File: config.mk
export PLATFORM = sky130hd
export DESIGN_NAME = fifo_tx_arbiter
export DESIGN_NICKNAME = d
export VERILOG_FILES = /design/src/rtl/fifo_pkg.sv /design/src/rtl/rr_pick2.sv /design/src/rtl/fifo_tx_arbiter.sv
export SDC_FILE = /design/constraint.sdc
export NUM_CORES = 1
export LEC_CHECK = 0
export ABC_AREA = 1
export CAP_MARGIN = 20
export CORE_MARGIN = 2
export CORE_UTILIZATION = 48
export CTS_CLUSTER_SIZE = 30
export DETAILED_ROUTE_END_ITERATION = 10
export GPL_TIMING_DRIVEN = 1
export PLACE_DENSITY = 0.83
export SLEW_MARGIN = 10
export SYNTH_ARGS = -nofsm -noshare
export SYNTH_HDL_FRONTEND = slang
export SYNTH_HIERARCHICAL = 1
export SYNTH_SLANG_ARGS = --single-unit
File: constraint.sdc
create_clock -name clk_i -period 2.58 [get_ports clk_i]
set_input_delay 0.516 -clock clk_i [delete_from_list [all_inputs] [get_ports clk_i]]
set_output_delay 0.516 -clock clk_i [all_outputs]
set_load 0.1 [all_outputs]
File: src/rtl/fifo_pkg.sv
// Shared definitions for the FIFO-side transmit blocks.
package fifo_pkg;

   // Transmit arbiter FSM states.
   typedef enum logic [1:0] {
      StIdle   = 2'd0,
      StStrobe = 2'd1,
      StWait   = 2'd2,
      StFinish = 2'd3
   } tx_state_e;

   // Default timing towards the FT2232H FIFO interface.
   localparam int unsigned DefGapCycles = 6;
   localparam int unsigned DefStrobeLen = 2;
   localparam int unsigned DefMaxRetry  = 3;

   // Width of the saturating dropped-byte counter.
   localparam int unsigned DropCntW = 16;

endpackage

File: src/rtl/rr_pick2.sv
// Two-way round-robin pick: a sole valid requester wins, and on a tie the
// requester that was not served last wins.
module rr_pick2
   import fifo_pkg::*;
(
   input  logic [1:0] valid_i,
   input  logic       last_i,
   output logic [1:0] grant_o
);

   // One-hot grant from the valids and the last-served pointer.
   always_comb begin
      grant_o = 2'b00;
      unique case (valid_i)
         2'b01:   grant_o = 2'b01;
         2'b10:   grant_o = 2'b10;
         2'b11:   grant_o = last_i ? 2'b01 : 2'b10;
         default: grant_o = 2'b00;
      endcase
   end

endmodule

File: src/rtl/fifo_tx_arbiter.sv
// Arbitrates two byte requesters onto the FT2232H FIFO transmit interface.
// Each accepted byte is strobed for STROBE_LEN cycles, followed by a
// GAP_CYCLES quiet gap (GAP_CYCLES must be at least 5); a downstream error
// seen during an attempt triggers up to MAX_RETRY re-strobes of the same byte
// before it is dropped.
module fifo_tx_arbiter
   import fifo_pkg::*;
#(
   parameter int unsigned GAP_CYCLES = DefGapCycles,
   parameter int unsigned MAX_RETRY  = DefMaxRetry,
   parameter int unsigned STROBE_LEN = DefStrobeLen
) (
   input  logic                clk_i,
   input  logic                reset_i,
   input  logic                req0_valid_i,
   input  logic [7:0]          req0_data_i,
   output logic                req0_ready_o,
   input  logic                req1_valid_i,
   input  logic [7:0]          req1_data_i,
   output logic                req1_ready_o,
   output logic [7:0]          tx_data_o,
   output logic                tx_data_rdy_o,
   input  logic                tx_err_i,
   output logic                sent_o,
   output logic                drop_o,
   output logic [DropCntW-1:0] drop_cnt_o,
   output logic                busy_o
);

   tx_state_e           state_q;
   logic [7:0]          tx_data_q;
   logic                tx_rdy_q;
   logic                sent_q;
   logic                drop_q;
   logic [DropCntW-1:0] drop_cnt_q;
   logic [7:0]          cnt_q;
   logic [7:0]          retry_q;
   logic                err_q;
   logic                last_q;

   logic [1:0]          grant;
   logic                idle;
   logic                accept;
   logic [7:0]          sel_data;
   logic                err_now;

   assign idle = (state_q == StIdle);

   rr_pick2 u_rr_pick2 (
      .valid_i ({req1_valid_i, req0_valid_i}),
      .last_i  (last_q),
      .grant_o (grant)
   );

   // Ready is only offered in IDLE, and only to the picked requester.
   assign req0_ready_o = idle & grant[0];
   assign req1_ready_o = idle & grant[1];
   assign accept       = idle & (grant != 2'b00);
   assign sel_data     = grant[1] ? req1_data_i : req0_data_i;

   // An error in the last WAIT cycle still belongs to the current attempt.
   assign err_now = err_q | tx_err_i;

   assign tx_data_o     = tx_data_q;
   assign tx_data_rdy_o = tx_rdy_q;
   assign sent_o        = sent_q;
   assign drop_o        = drop_q;
   assign drop_cnt_o    = drop_cnt_q;
   assign busy_o        = ~idle;

   // Transmit FSM with registered strobe, data and status outputs.
   always_ff @(posedge clk_i or posedge reset_i) begin
      if (reset_i) begin
         state_q    <= StIdle;
         tx_data_q  <= 8'h00;
         tx_rdy_q   <= 1'b0;
         sent_q     <= 1'b0;
         drop_q     <= 1'b0;
         drop_cnt_q <= '0;
         cnt_q      <= 8'd0;
         retry_q    <= 8'd0;
         err_q      <= 1'b0;
         last_q     <= 1'b1;
      end else begin
         sent_q <= 1'b0;
         drop_q <= 1'b0;
         case (state_q)
            StIdle: begin
               if (accept) begin
                  tx_data_q <= sel_data;
                  last_q    <= grant[1];
                  retry_q   <= 8'd0;
                  err_q     <= 1'b0;
                  cnt_q     <= 8'd0;
                  tx_rdy_q  <= 1'b1;
                  state_q   <= StStrobe;
               end
            end
            StStrobe: begin
               if (tx_err_i) begin
                  err_q <= 1'b1;
               end
               if (cnt_q == 8'(STROBE_LEN - 1)) begin
                  cnt_q    <= 8'd0;
                  tx_rdy_q <= 1'b0;
                  state_q  <= StWait;
               end else begin
                  cnt_q <= cnt_q + 8'd1;
               end
            end
            StWait: begin
               if (cnt_q == 8'(GAP_CYCLES - 1)) begin
                  cnt_q <= 8'd0;
                  if (!err_now) begin
                     sent_q  <= 1'b1;
                     state_q <= StFinish;
                  end else if (retry_q < 8'(MAX_RETRY)) begin
                     retry_q  <= retry_q + 8'd1;
                     err_q    <= 1'b0;
                     tx_rdy_q <= 1'b1;
                     state_q  <= StStrobe;
                  end else begin
                     drop_q <= 1'b1;
                     if (drop_cnt_q != '1) begin
                        drop_cnt_q <= drop_cnt_q + 1'b1;
                     end
                     state_q <= StFinish;
                  end
               end else begin
                  cnt_q <= cnt_q + 8'd1;
                  if (tx_err_i) begin
                     err_q <= 1'b1;
                  end
               end
            end
            StFinish: begin
               state_q <= StIdle;
            end
            default: begin
               // Recover to reset values; the drop count is deliberately kept.
               state_q   <= StIdle;
               tx_data_q <= 8'h00;
               tx_rdy_q  <= 1'b0;
               sent_q    <= 1'b0;
               drop_q    <= 1'b0;
               cnt_q     <= 8'd0;
               retry_q   <= 8'd0;
               err_q     <= 1'b0;
               last_q    <= 1'b1;
            end
         endcase
      end
   end

endmodule
# --- After elaboration in Yosys (flattened, before gate mapping) ---
# Cells that the tools add are included.
classes:
  n_div: 0
  n_eq_ne: 16
  add_sub_neg: 3
  magnitude_cmp: 1
  n_bitwise: 6
  n_shift: 0
  n_mul: 0
  n_reduce_logical: 11
  n_mux: 36
ops:
  columns: ["operator", "n"]
  rows:
  - ["$mux W8", 7]
  - ["$pmux W8 S3", 1]
  - ["$mux W1", 17]
  - ["$add A16 B1 Y16 const B", 1]
  - ["$add A8 B1 Y8 const B", 2]
  - ["$ne A16 B16 Y1 const B", 1]
  - ["$pmux W8 S2", 1]
  - ["$mux W2", 6]
  - ["$reduce_and A5 Y1", 2]
  - ["$eq A2 B2 Y1 const B", 4]
  - ["$eq A8 B1 Y1 const B", 1]
  - ["$eq A8 B3 Y1 const B", 1]
  - ["$lt A8 B2 Y1 const B", 1]
  - ["$ne A2 B2 Y1 const B", 4]
  - ["$pmux W2 S4", 1]
  - ["$ne A3 B3 Y1 const B", 2]
  - ["$pmux W1 S3", 2]
  - ["$pmux W2 S3", 1]
  - ["$reduce_and A6 Y1", 1]
  - ["$eq A2 B1 Y1 const B", 2]
  - ["$reduce_and A2 Y1", 2]
  - ["$reduce_and A4 Y1", 1]
  - ["$reduce_bool A2 Y1", 2]
  - ["$and A1 B1 Y1", 3]
  - ["other kinds (6)", 7]
word_totals:
  romBits: 0
  memories: 0
  out_inout_bits: 30
  word_cells: 83
  register_bits: 47
  latchBits: 0
  input_bits: 21
  ram_bits: 0

# --- Depth between registers and ports, before layout ---
# Gate-level depths: netlist of run 1.
depth:
  word_depth: 6
  depth_mapped: 11
  depth_no_buf: 11

# --- Modules after synthesis ---
# Netlist of run 1, hierarchy kept.
by_module_without_submodules:
  columns: ["mod", "cells_per_inst", "seq_area_each_um2", "area_per_inst_um2", "n_inst"]
  rows:
  - ["fifo_tx_arbiter", 390, 1177.4, 2840.2, 1]
  - ["rr_pick2", 5, 0.0, 21.3, 1]

# --- Least setup slack after synthesis of run 1 ---
# No wires, ideal clock.
synth_path:
  path_kind: "flip-flop to flip-flop"
  from: "register drop_cnt_q[0] (netlist: drop_cnt_o[0])"
  to: "register drop_cnt_q[0] (netlist: drop_cnt_o[0])"
  path_stages_with_launch: 11
  setup_time_ps: 67
  required_ps: 2513
  arrival_ps: 2271
  period_less_slack_ps: 2338
  path_buffers: 1
  slack_ps: 242
  cell_sequence: "dfrtp_1 > ha_1 > inv_1 > nor2_2 > nand2_2 > nor2_4 > nor2_8 > nand3_4 > buf_12 > nand2_2 > nand2_2"
synth_between:
  elab_chain_len: 2
  word_cells_on_any_way: 3
  cone_classes: "add/sub: 1; eq/ne: 1; reduce/logical: 1"
synth_lines:
  columns: ["item", "line", "text"]
  rows:
  - ["start, declared", "fifo_tx_arbiter.sv:35", "logic [DropCntW-1:0] drop_cnt_q;"]
  - ["start signal, assigned", "fifo_tx_arbiter.sv:125", "drop_cnt_q <= drop_cnt_q + 1'b1;"]
  - ["parallel branches: the longest is 2 deep, another holds $add A16 B1 Y16", null, null]
# Several ways; the timed one is not identified.
# A chain may end at the register's enable or synchronous reset.

# --- Worst setup path in the final report of run 1 ---
layout_path:
  from: "input port req1_valid_i"
  to: "output port req1_ready_o"
layout_between:
  elab_chain_len: 3
  word_cells_on_any_way: 5
  cone_classes: "eq/ne: 3; mux: 1; bitwise: 1"
layout_lines:
  columns: ["item", "line", "text"]
  rows:
  - ["start, declared", "fifo_tx_arbiter.sv:18", "input logic req1_valid_i,"]
  - ["$eq A2 B2 Y1 or $eq A2 B1 Y1 (tied branches)", "rr_pick2.sv:14", "unique case (valid_i)"]
  - ["$pmux W2 S3 *", "rr_pick2.sv:14", null]
  - ["net grant[1]", "fifo_tx_arbiter.sv:41", "logic [1:0] grant;"]
  - ["$and A1 B1 Y1 *", "fifo_tx_arbiter.sv:57", "assign req1_ready_o = idle & grant[1];"]
  - ["end, declared", "fifo_tx_arbiter.sv:20", "output logic req1_ready_o,"]
# Mark *: on every way through the listed nets, which the timed path passes. The rest lies on a longest branch.

==> results of run 1 <==
[area by class of cell]
| type | count | area, sq um |
|---|---|---|
| inverter | 45 | 171 |
| fill | 525 | 2340 |
| clock inverter | 3 | 43.8 |
| sequential | 47 | 1180 |
| tap | 75 | 93.8 |
| timing repair buffer | 54 | 480 |
| clock buffer | 5 | 68.8 |
| multi-input combinational | 297 | 1470 |
[state kept, by name (all words and copies together), names as in the netlist]
| name | flops |
|---|---|
| state_q | 2 |
| tx_data_rdy_o | 1 |
| retry_q | 8 |
| last_q | 1 |
| drop_cnt_o | 16 |
| tx_data_o | 8 |
| err_q | 1 |
| drop_o | 1 |
| sent_o | 1 |
| cnt_q | 8 |
[metal layers]
metal,vias up,GRT usage,part of all wire
met1,1234,0.242,0.44
met2,56,0.385,0.50
met5,-,0,0
li1,1348,-,-
met3,10,0.0389,0.043
met4,0,0.0780,0.017
[worst paths after layout]
kind / startpoint / end
worst max-delay path: req1_valid_i / req1_ready_o
worst min-delay path: retry_q[7]$_DFFE_PP0P_ / retry_q[7]$_DFFE_PP0P_
worst max register to register: state_q[0]$_DFFE_PP0P_ / cnt_q[4]$_DFFE_PP0P_
worst min register to register: retry_q[7]$_DFFE_PP0P_ / retry_q[7]$_DFFE_PP0P_
max in group asynchronous: reset_i / last_q$_DFFE_PP1P_
min in group asynchronous: reset_i / retry_q[5]$_DFFE_PP0P_
[cells in the mapped netlist, types with 2 or more instances]
cell type / instances
a21oi_1: 8
a31oi_1: 8
buf_2: 3
dfrtp_1: 46
ha_1: 8
inv_1: 43
nand2_1: 138
nand2_2: 13
nand3_1: 24
nand3_4: 2
nand3b_1: 8
nand4_1: 10
nor2_1: 50
nor2_2: 4
nor2_8: 2
o21ai_0: 11
xnor2_1: 2
xor2_1: 4
[worst register-to-register path, stage by stage (launching register included)]
cell     delay [ns]
dfrtp_1        0.43
inv_1          0.12
ha_1           0.53
o21ai_2        0.18
o21ai_0        0.19
nand2_1        0.25
a21oi_1        0.18
[cell usage in the layout (no fill, tap or decap)]
cell type / Yosys / routed
xnor2_1: 2 / 2
bufinv_16: 0 / 1
o21ai_2: 1 / 1
a31oi_1: 8 / 8
clkinv_4: 0 / 1
a21oi_1: 8 / 8
nand4_1: 10 / 10
nor2_8: 2 / 2
dfstp_2: 1 / 1
nand2_1: 138 / 138
inv_1: 43 / 42
inv_4: 1 / 1
nor2_2: 4 / 4
nand3b_1: 8 / 8
clkinv_2: 0 / 1
o21ai_0: 11 / 11
nor2_1: 50 / 50
inv_2: 1 / 2
buf_4: 0 / 32
clkdlybuf4s50_1: 0 / 20
nand3_1: 24 / 24
dfrtp_1: 46 / 46
xor2_1: 4 / 4
nand3_4: 2 / 2
clkbuf_8: 0 / 5
ha_1: 8 / 8
nand2_2: 13 / 13
nand3_2: 1 / 1
nand2b_1: 1 / 1
buf_12: 1 / 2
or2_2: 1 / 1
nor2_4: 1 / 1
[cells by family (layout without fill, tap and decap cells)]
kind of cell	Yosys count	in the layout	share of synthesized area
xor+xnor	6	6	0.0184
flops	47	47	0.411
fa+ha+maj	8	8	0.0350
compound gates	28	28	0.0538
simple gates	255	255	0.407
buf+inv	51	107	0.0748
[stage by stage]
stage               cell area [sq um]  instances
detailed placement               3390        518
global route                     3510        526
global placement                 3390        518
finish                           3510        526
floorplan                        2860        395
CTS                              3510        526
[power by group through the flow]
stage / registers [mW] / logic [mW] / clock network (mW)
after floorplan: 1.48 / 0.740 / 0
after global placement: 0.965 / 1.61 / 0
after detailed placement: 0.974 / 1.63 / 0
after CTS: 0.959 / 1.64 / 0.563
after global routing: 0.975 / 1.77 / 0.593
final: 0.956 / 1.63 / 0.556
==> metrics.log, run 1 <==
INFO  metric status = finished, final reports clean
INFO  metric period_share = 0.846
INFO  metric internal-power = 1.55 mW
INFO  metric preCtsSetupSlack = 0.198 ns
INFO  metric routed_wirelength = 6240 um
INFO  metric gpl.final_weighted_congestion = 0.876
INFO  metric cpPeakStageDelay = 0.48 ns
INFO  metric max_fo_critical_path = 3
INFO  metric drt_pre_antenna_iters = 4
INFO  metric first_global_vias = 2542
INFO  metric whs_path_depth = 2
INFO  metric totalNegativeSetupSlack = 0 ns
INFO  metric post_drt_wl_per_cell = 11.9 um
INFO  metric detail_route.drc_violations = 0
INFO  metric syn_area = 2860 sq um
INFO  metric cap_violations = 0
INFO  metric report.final.setup_viol = 0
INFO  metric cp_cell_sequence = clkdlybuf4s50_1 -> inv_1 -> a21oi_1 -> nand2_1 -> inv_1 -> buf_12
INFO  metric critical-path-slowest-cell = clkdlybuf4s50_1
INFO  metric htreeDepth = 2
INFO  metric yosys_top_cell_by_area = dfrtp_1
INFO  metric die_width = 81.2 um
INFO  metric postSynth.topFlopCell = dfrtp_1
INFO  metric rsz_0062_raised_after_global_routing = no
INFO  metric ctsRootBufferMaster = clkbuf_8
INFO  metric edff_count_synth = 0
INFO  metric ys.warnings.count = 6
INFO  metric cp_common_cell = inv_1
INFO  metric p_clk_frac = 0.177
INFO  metric max_freq = 458 MHz
INFO  metric grt_util_all_layers = 0.210
INFO  metric min_period = 2.18 ns
INFO  metric post-layout-total-power = 3.15 mW
INFO  metric post_dr_vias_cell = 5.03
INFO  metric timing.critical_path.to_type = output port
INFO  metric initial_antenna_violation_count = 0
INFO  metric antennaDiodeCount = 0
INFO  metric number_of_cells_produced_by_synthesis = 395
INFO  metric postLayoutSetupSlackWorst = 0.398 ns
INFO  metric ys_seq_area_frac = 0.411
INFO  metric p_leak = 1.76 nW
INFO  metric dr_total_vias = 2648
INFO  metric drt_first_iter_violations = 134
INFO  metric initial_core_util = 0.489
INFO  metric critical_path_type = input port to output port
INFO  metric rows = 28
INFO  metric irDropWorstVdd = 0.909 mV
INFO  metric synth_cell_type_count = 29
INFO  metric finish.net_count = 479
INFO  metric max-slew-margin-rel = 0.619
INFO  metric final-hold-violation-count = 0
INFO  metric netlist_top_cells_area = dfrtp_1 40%, nand2_1 18%, nor2_1 6.6%, inv_1 5.6%, nand3_1 4.2%
INFO  metric synthesis.area_per_instance = 7.24 sq um
INFO  metric clkSlewWorstSetupHoldPaths = 0.09 ns
INFO  metric postSynthNetCount = 424
INFO  metric timing.reg2reg.worst_path_depth = 6
INFO  metric clock_latency = 0.31 ns
INFO  metric timing.critical_path.max_delay_family = buffers and inverters
INFO  metric worst-slew-pin-transition = 0.571 ns
INFO  metric dieArea = 6600 sq um
INFO  metric hold_class = register to register
INFO  metric yosysTopAreaCellShare = 0.402
INFO  metric finalCoreUtilization = 0.599
INFO  metric area.growth.synth_to_final = 22.5%
INFO  metric critical_path_depth = 6
INFO  metric timing.critical_path.buf_inv = 4
INFO  metric p_seq_frac = 0.304
INFO  metric power_per_cell_area = 898 nW/um^2
INFO  metric reg2reg_slack = 0.61 ns
INFO  metric largest_net_degree_at_the_start_of_global_routing = 25
INFO  metric ys_seq_elements = 47
INFO  metric switching_power = 1.59 mW
INFO  metric drt.antenna.violating_nets = 0
INFO  metric num_io_pins = 51
INFO  metric critPathLaunchType = input port
INFO  metric cts-root-to-sink-buffers = 2
INFO  metric grt_first_pass_wirelength = 10800 um
INFO  metric hpwl_reported_at_the_end_of_detailed_placement = 4810 um
INFO  metric cts.repair.resized = 0
INFO  metric tritoncts = yes
INFO  metric timing_max_transition_violations_final = 0
INFO  metric cp_data_arrival_time = 1.67 ns
INFO  metric worstPathRequired = 2.06 ns
INFO  metric cts_hold_repair.buffers = 0
INFO  metric globalRouteOverflowTotal = 0
INFO  metric vertical_die_dimension = 81.2 um
INFO  metric hold_slack = 0.475 ns
INFO  metric netSwitchingFraction = 0.507
INFO  metric number_of_buffers_created_by_cts = 5
INFO  metric portBuffers = 50
INFO  metric finalClockSkew = 0.0121 ns
INFO  metric post_cts.repair.setup_buffers = 0
INFO  metric synth_async_sr_flop_share = 1.00
INFO  metric layout-drive-gt1-share = 0.157
INFO  metric pwr-share-comb = 0.520
INFO  metric core_area = 5850 sq um
INFO  metric clkSinkCount = 47
No activity file was read; power rests on OpenSTA's default activity.
==> run 2: changes to the inputs <==
==> constraint.sdc (replaced) <==
create_clock -name clk_i -period 2.15 [get_ports clk_i]
set_input_delay 0.43 -clock clk_i [delete_from_list [all_inputs] [get_ports clk_i]]
set_output_delay 0.43 -clock clk_i [all_outputs]
set_load 0.1 [all_outputs]
==> metrics.log, run 2 (same netlist as run 1, synthesis figures left out) <==
INFO  metric htreeDepth = 2 (unchanged)
INFO  metric dp.cells = 523 (+0.97%)
INFO  metric clkSinkCount = 47 (unchanged)
INFO  metric report.final.setup_viol = 0 (unchanged)
INFO  metric setup.worst_path.end = req1_ready_o
INFO  metric period_share = 0.936
INFO  metric cts-root-to-sink-buffers = 2 (unchanged)
INFO  metric cts_hold_repair.buffers = 0 (unchanged)
INFO  metric p_leak = 1.78 nW (+1.2%)
INFO  metric met1Wirelength = 2760 um (about the same)
INFO  metric drt.antenna.violating_nets = 0 (unchanged)
INFO  metric cpPeakStageDelay = 0.47 ns (about the same)
INFO  metric num_io_pins = 51 (unchanged)
INFO  metric regToRegStartpoint = drop_cnt_o[0]$_DFFE_PP0P_
INFO  metric post_cts.repair.setup_buffers = 0 (unchanged)
INFO  metric timing.reg2reg.worst_path_depth = 9 (+3)
INFO  metric initial_antenna_violation_count = 0 (unchanged)
INFO  metric final-hold-violation-count = 0 (unchanged)
INFO  metric grt_util_all_layers = 0.214 (+0.00408)
INFO  metric detail_route.drc_violations = 0 (unchanged)
INFO  metric layout-drive-gt1-share = 0.171 (+0.0136)
INFO  metric post_dr_vias_cell = 4.97 (-1.2%)
INFO  metric cp_cell_sequence = clkdlybuf4s50_1 -> inv_1 -> a21oi_1 -> nand2_1 -> inv_1 -> buf_12
INFO  metric finalClockSkew = 0.0129 ns (+0.000779 ns)
INFO  metric rsz_0062_raised_after_global_routing = no
INFO  metric cp-startpoint = req1_valid_i
INFO  metric timing_max_transition_violations_final = 0 (unchanged)
INFO  metric die_width = 81.2 um (unchanged)
INFO  metric portBuffers = 50 (unchanged)
INFO  metric largest_net_degree_at_the_start_of_global_routing = 34 (+36%)
INFO  metric hold_class = input port to async pin
INFO  metric post_drt_wl_per_cell = 11.8 um (-0.83%)
INFO  metric clock_latency = 0.30 ns (about the same)
INFO  metric r2r_end = drop_cnt_o[0]$_DFFE_PP0P_
INFO  metric worstPathRequired = 1.72 ns (-0.34 ns)
INFO  metric drt_pre_antenna_iters = 4 (unchanged)
INFO  metric drt_first_iter_violations = 100 (-25%)
INFO  metric power_per_cell_area = 1070 nW/um^2 (+19%)
INFO  metric routed_wirelength = 6250 um (+0.11%)
INFO  metric timing.critical_path.to_type = output port
INFO  metric commonest_cells_after_routing_fill_and_taps_aside = 138 x nand2_1, 50 x nor2_1, 44 x dfrtp_1
INFO  metric hold_slack = 0.401 ns (-0.0739 ns)
INFO  metric detailed_place.area = 3460 sq um (+1.9%)
INFO  metric max_fo_critical_path = 3 (unchanged)
INFO  metric gpl.final_weighted_congestion = 0.865 (-1.3%)
INFO  metric initial_core_util = 0.489 (unchanged)
INFO  metric hpwl_reported_at_the_end_of_detailed_placement = 4850 um (+1.0%)
INFO  metric largest_register_ffs = 16 (unchanged)
INFO  metric final_design_area_no_fill = 3560 sq um (+1.5%)
INFO  metric status = finished, final reports clean
INFO  metric fin_cells = 531 (+0.95%)
INFO  metric timing.critical_path.max_delay_family = buffers and inverters
INFO  metric critical-path-slowest-cell = clkdlybuf4s50_1
INFO  metric critPathLaunchType = input port
INFO  metric clkSlewWorstSetupHoldPaths = 0.09 ns (about the same)
INFO  metric number_of_buffers_created_by_cts = 5 (unchanged)
INFO  metric first_global_vias = 2598 (+2.2%)
INFO  metric dr_total_vias = 2641 (-0.26%)
INFO  metric routed.top_layer = met4
INFO  metric n_fill_cell = 531 (+1.1%)
INFO  metric totalNegativeSetupSlack = 0 ns (unchanged)
INFO  metric wl_met3 = 318 um (+20%)
INFO  metric grt_first_pass_wirelength = 11100 um (+3.2%)
INFO  metric dieArea = 6600 sq um (unchanged)
INFO  metric antennaDiodeCount = 0 (unchanged)
INFO  metric cap_violations = 0 (unchanged)
INFO  metric core_area = 5850 sq um (unchanged)
INFO  metric cp_common_cell = inv_1
INFO  metric vertical_die_dimension = 81.2 um (unchanged)
INFO  metric tritoncts = yes
INFO  metric max-slew-margin-rel = 0.764 (+0.145)
INFO  metric reg2reg_slack = 0.39 ns (-0.22 ns)
INFO  metric timing.critical_path.buf_inv = 4 (unchanged)
INFO  metric ctsRootBufferMaster = clkbuf_8
INFO  metric cts.repair.resized = 0 (unchanged)
INFO  metric min_period = 2.01 ns
INFO  metric critical_path_type = input port to output port
INFO  metric max_freq = 497 MHz
INFO  metric final_common_cell = nand2_1
INFO  metric globalRouteOverflowTotal = 0 (unchanged)
INFO  metric met2_wirelength = 3080 um (-0.87%)
INFO  metric irDropWorstVdd = 1.21 mV (+33%)
INFO  metric critical_path_depth = 6 (unchanged)
INFO  metric finish.net_count = 484 (+1.0%)
INFO  metric area.growth.synth_to_final = 24.3%
INFO  metric rows = 28 (unchanged)
INFO  metric cp_data_arrival_time = 1.58 ns (-0.09 ns)
INFO  metric worst-slew-pin-transition = 0.350 ns (-0.221 ns)
==> run 2: cell count changes in the layout (fill, tap and decap cells not counted), sizes merged <==
cell / change
clkinv: -1
clkinvlp: +1
clkbuf: +1
bufinv: -1
buf: +5
==> run 2: where the power goes <==
part | internal, mW | switching (mW) | leakage (nW) | total (mW)
clock | 0.263 | 0.306 | 0.0474 | 0.569
sequential | 1.04 | 0.118 | 0.621 | 1.16
combinational | 0.566 | 1.51 | 1.11 | 2.08
==> run 2: final cells by class <==
cell class                 count  area (sq um)  area share
timing repair buffer          59           543       0.153
tap                           75          93.8      0.0264
inverter                      45           171      0.0482
sequential                    47          1180       0.332
multi-input combinational    297          1470       0.413
clock buffer                   6          82.6      0.0232
clock inverter                 2          16.3     0.00457
==> run 2: metrics by stage <==
stage / setup WS, ns / power [mW] / utilization
after floorplan: 0.0559 / 2.67 / -
after global placement: 0.0905 / 3.19 / 0.591
after detailed placement: 0.0320 / 3.25 / 0.591
after CTS: 0.147 / 3.83 / 0.608
after global routing: 0.0555 / 4.06 / 0.608
final: 0.138 / 3.80 / 0.608
==> run 2: worst min path at each step <==
stage,start,endpoint,slack [ns],cells after the start
3_5_place_dp,retry_q[4]$_DFFE_PP0P_,retry_q[4]$_DFFE_PP0P_,0.45,2
5_1_grt,reset_i,drop_o$_DFF_PP0_,0.43,2
4_1_cts,reset_i,drop_o$_DFF_PP0_,0.40,2
6_report,reset_i,drop_o$_DFF_PP0_,0.40,2
3_3_place_gp,retry_q[4]$_DFFE_PP0P_,retry_q[4]$_DFFE_PP0P_,0.45,2
2_1_floorplan,retry_q[2]$_DFFE_PP0P_,retry_q[2]$_DFFE_PP0P_,0.44,2
==> run 2: worst register-to-register path, cell delays in order (launching register included) <==
cell     delay [ns]
dfrtp_2        0.48
ha_1           0.29
inv_1          0.09
nor2_2         0.06
nand2_2        0.10
nor2_4         0.06
nor2_8         0.15
nand3_4        0.25
nand2_2        0.14
nand2_2        0.05
==> run 2: routing by layer <==
metal,vias up,GRT usage
li1,1367,-
met3,6,0.0378
met1,1199,0.254
met4,0,0.0847
met2,69,0.383
met5,-,0
==> run 3: changes to the inputs <==
--- a/config.mk
+++ b/config.mk
@@ -13,6 +13,7 @@
 export DETAILED_ROUTE_END_ITERATION = 10
 export GPL_TIMING_DRIVEN = 1
 export PLACE_DENSITY = 0.83
+export REMOVE_ABC_BUFFERS = 1
 export SLEW_MARGIN = 10
 export SYNTH_ARGS = -nofsm -noshare
 export SYNTH_HDL_FRONTEND = slang
==> metrics.log, run 3 (same netlist as run 1, synthesis figures left out) <==
INFO  metric antennaDiodeCount = 0 (unchanged)
INFO  metric status = finished, final reports clean
INFO  metric clkSinkCount = 47 (unchanged)
INFO  metric preCtsSetupSlack = -0.0318 ns (-0.0638 ns)
INFO  metric detailed_place.area = 3460 sq um (unchanged)
INFO  metric min_period = 2.04 ns (+0.0311 ns)
INFO  metric dr_total_vias = 2682 (+1.6%)
INFO  metric critical_path_type = input port to output port
INFO  metric globalRouteOverflowTotal = 0 (unchanged)
INFO  metric initial_antenna_violation_count = 0 (unchanged)
INFO  metric finalClockSkew = 0.00429 ns (-0.00863 ns)
INFO  metric cp_common_cell = inv_1
INFO  metric timing.critical_path.to_type = output port
INFO  metric p_leak = 1.79 nW (+0.54%)
INFO  metric cts_hold_repair.buffers = 0 (unchanged)
INFO  metric largest_register_ffs = 16 (unchanged)
INFO  metric clkSlewWorstSetupHoldPaths = 0.09 ns (about the same)
INFO  metric period_share = 0.950 (+0.0144)
INFO  metric num_io_pins = 51 (unchanged)
INFO  metric regToRegStartpoint = cnt_q[0]$_DFFE_PP0P_
INFO  metric drt_pre_antenna_iters = 5 (+1)
INFO  metric htreeDepth = 2 (unchanged)
INFO  metric hold_slack = 0.375 ns (-0.0268 ns)
INFO  metric dieArea = 6600 sq um (unchanged)
INFO  metric max_freq = 489 MHz (-1.5%)
INFO  metric cpPeakStageDelay = 0.47 ns (about the same)
INFO  metric post_dr_vias_cell = 5.03 (+1.2%)
INFO  metric reg2reg_slack = 0.30 ns (-0.09 ns)
INFO  metric cts.repair.resized = 0 (unchanged)
INFO  metric initial_core_util = 0.489 (unchanged)
INFO  metric cap_violations = 0 (unchanged)
INFO  metric drt_first_iter_violations = 120 (+20%)
INFO  metric timing_max_transition_violations_final = 0 (unchanged)
INFO  metric rsz_0062_raised_after_global_routing = no
INFO  metric portBuffers = 50 (unchanged)
INFO  metric finalCoreUtilization = 0.606 (-0.00192)
INFO  metric cp_data_arrival_time = 1.61 ns (+0.03 ns)
INFO  metric final_design_area_no_fill = 3550 sq um (-0.32%)
INFO  metric area.growth.synth_to_final = 23.9%
INFO  metric vertical_die_dimension = 81.2 um (unchanged)
INFO  metric critical-path-slowest-cell = clkdlybuf4s50_1
INFO  metric number_of_buffers_created_by_cts = 5 (unchanged)
INFO  metric clock_latency = 0.30 ns (about the same)
INFO  metric fin_cells = 533 (+0.38%)
INFO  metric post-layout-total-power = 3.74 mW (-1.6%)
INFO  metric totalNegativeSetupSlack = 0 ns (unchanged)
INFO  metric timing.reg2reg.worst_path_depth = 8 (-1)
INFO  metric worstPathRequired = 1.72 ns (about the same)
INFO  metric power_per_cell_area = 1060 nW/um^2 (-1.3%)
INFO  metric post_cts.repair.setup_buffers = 0 (unchanged)
INFO  metric max_fo_critical_path = 3 (unchanged)
INFO  metric largest_net_degree_at_the_start_of_global_routing = 17 (-50%)
INFO  metric gpl.final_weighted_congestion = 0.852 (-1.5%)
INFO  metric detail_route.drc_violations = 0 (unchanged)
INFO  metric dp.cells = 525 (+0.38%)
INFO  metric drt.antenna.violating_nets = 0 (unchanged)
INFO  metric core_area = 5850 sq um (unchanged)
INFO  metric finish.net_count = 486 (+0.41%)
INFO  metric final-hold-violation-count = 0 (unchanged)
INFO  metric report.final.setup_viol = 0 (unchanged)
INFO  metric worst-slew-pin-transition = 0.358 ns (+0.00786 ns)
INFO  metric grt_util_all_layers = 0.209 (-0.00559)
INFO  metric max-slew-margin-rel = 0.761 (-0.00303)
INFO  metric cts-root-to-sink-buffers = 2 (unchanged)
INFO  metric hpwl_reported_at_the_end_of_detailed_placement = 4880 um (+0.49%)
INFO  metric commonest_cells_after_routing_fill_and_taps_aside = 138 x nand2_1, 50 x nor2_1, 46 x dfrtp_1
INFO  metric first_global_vias = 2562 (-1.4%)
INFO  metric routed_wirelength = 6310 um (+1.0%)
INFO  metric rows = 28 (unchanged)
INFO  metric r2r_end = drop_cnt_o[10]$_DFFE_PP0P_
INFO  metric grt_first_pass_wirelength = 10800 um (-2.9%)
INFO  metric irDropWorstVdd = 1.01 mV (-17%)
INFO  metric critPathLaunchType = input port
INFO  metric hold_class = input port to async pin
INFO  metric final_common_cell = nand2_1
INFO  metric cp_cell_sequence = clkdlybuf4s50_1 -> inv_1 -> a21oi_1 -> nand2_1 -> inv_1 -> buf_12
INFO  metric post_drt_wl_per_cell = 11.8 um (+0.65%)
INFO  metric tritoncts = yes
INFO  metric die_width = 81.2 um (unchanged)
INFO  metric ctsRootBufferMaster = clkbuf_8
INFO  metric layout-drive-gt1-share = 0.170 (-0.000747)
INFO  metric postLayoutSetupSlackWorst = 0.107 ns (-0.0311 ns)
==> run 3: power by group <==
group | internal (mW) | total (mW) | switching, mW | leakage [nW]
Sequential | 1.04 | 1.14 | 0.105 | 0.624
Clock | 0.229 | 0.537 | 0.308 | 0.0483
Combinational | 0.557 | 2.06 | 1.50 | 1.12
==> run 3: layout make-up <==
cell class	instances	area [sq um]
multi-input combinational	297	1470
clock inverter	3	18.8
sequential	47	1180
clock buffer	5	68.8
fill	542	2300
tap	75	93.8
timing repair buffer	61	546
inverter	45	171
==> run 3: worst max path at each step <==
stage | start | to | slack, ns | cells past startpoint
global route | req1_valid_i | req1_ready_o | 0.04 | 6
global placement | req1_valid_i | cnt_q[7]$_DFFE_PP0P_ | 0.06 | 12
detailed placement | req1_valid_i | cnt_q[7]$_DFFE_PP0P_ | -0.03 | 12
finish | req1_valid_i | req1_ready_o | 0.11 | 6
CTS | req1_valid_i | req1_ready_o | 0.11 | 6
floorplan | drop_cnt_o[0]$_DFFE_PP0P_ | drop_cnt_o[11]$_DFFE_PP0P_ | -0.14 | 9
==> run 3: routing by layer <==
| layer | global-route usage | wire (um) | vias up |
|---|---|---|---|
| met4 | 0.0627 | 54 | 0 |
| met3 | 0.0478 | 376 | 6 |
| met5 | 0 | 0 | - |
| met2 | 0.391 | 3180 | 74 |
| met1 | 0.233 | 2700 | 1231 |
| li1 | - | - | 1371 |
==> run 3: critical path: cells and delay by family <==
| family | cells | cell delay, ns |
|---|---|---|
| buffers and inverters | 4 | 0.81 |
| and+or+nand+nor | 1 | 0.13 |
| AOI/OAI and AO/OA | 1 | 0.23 |
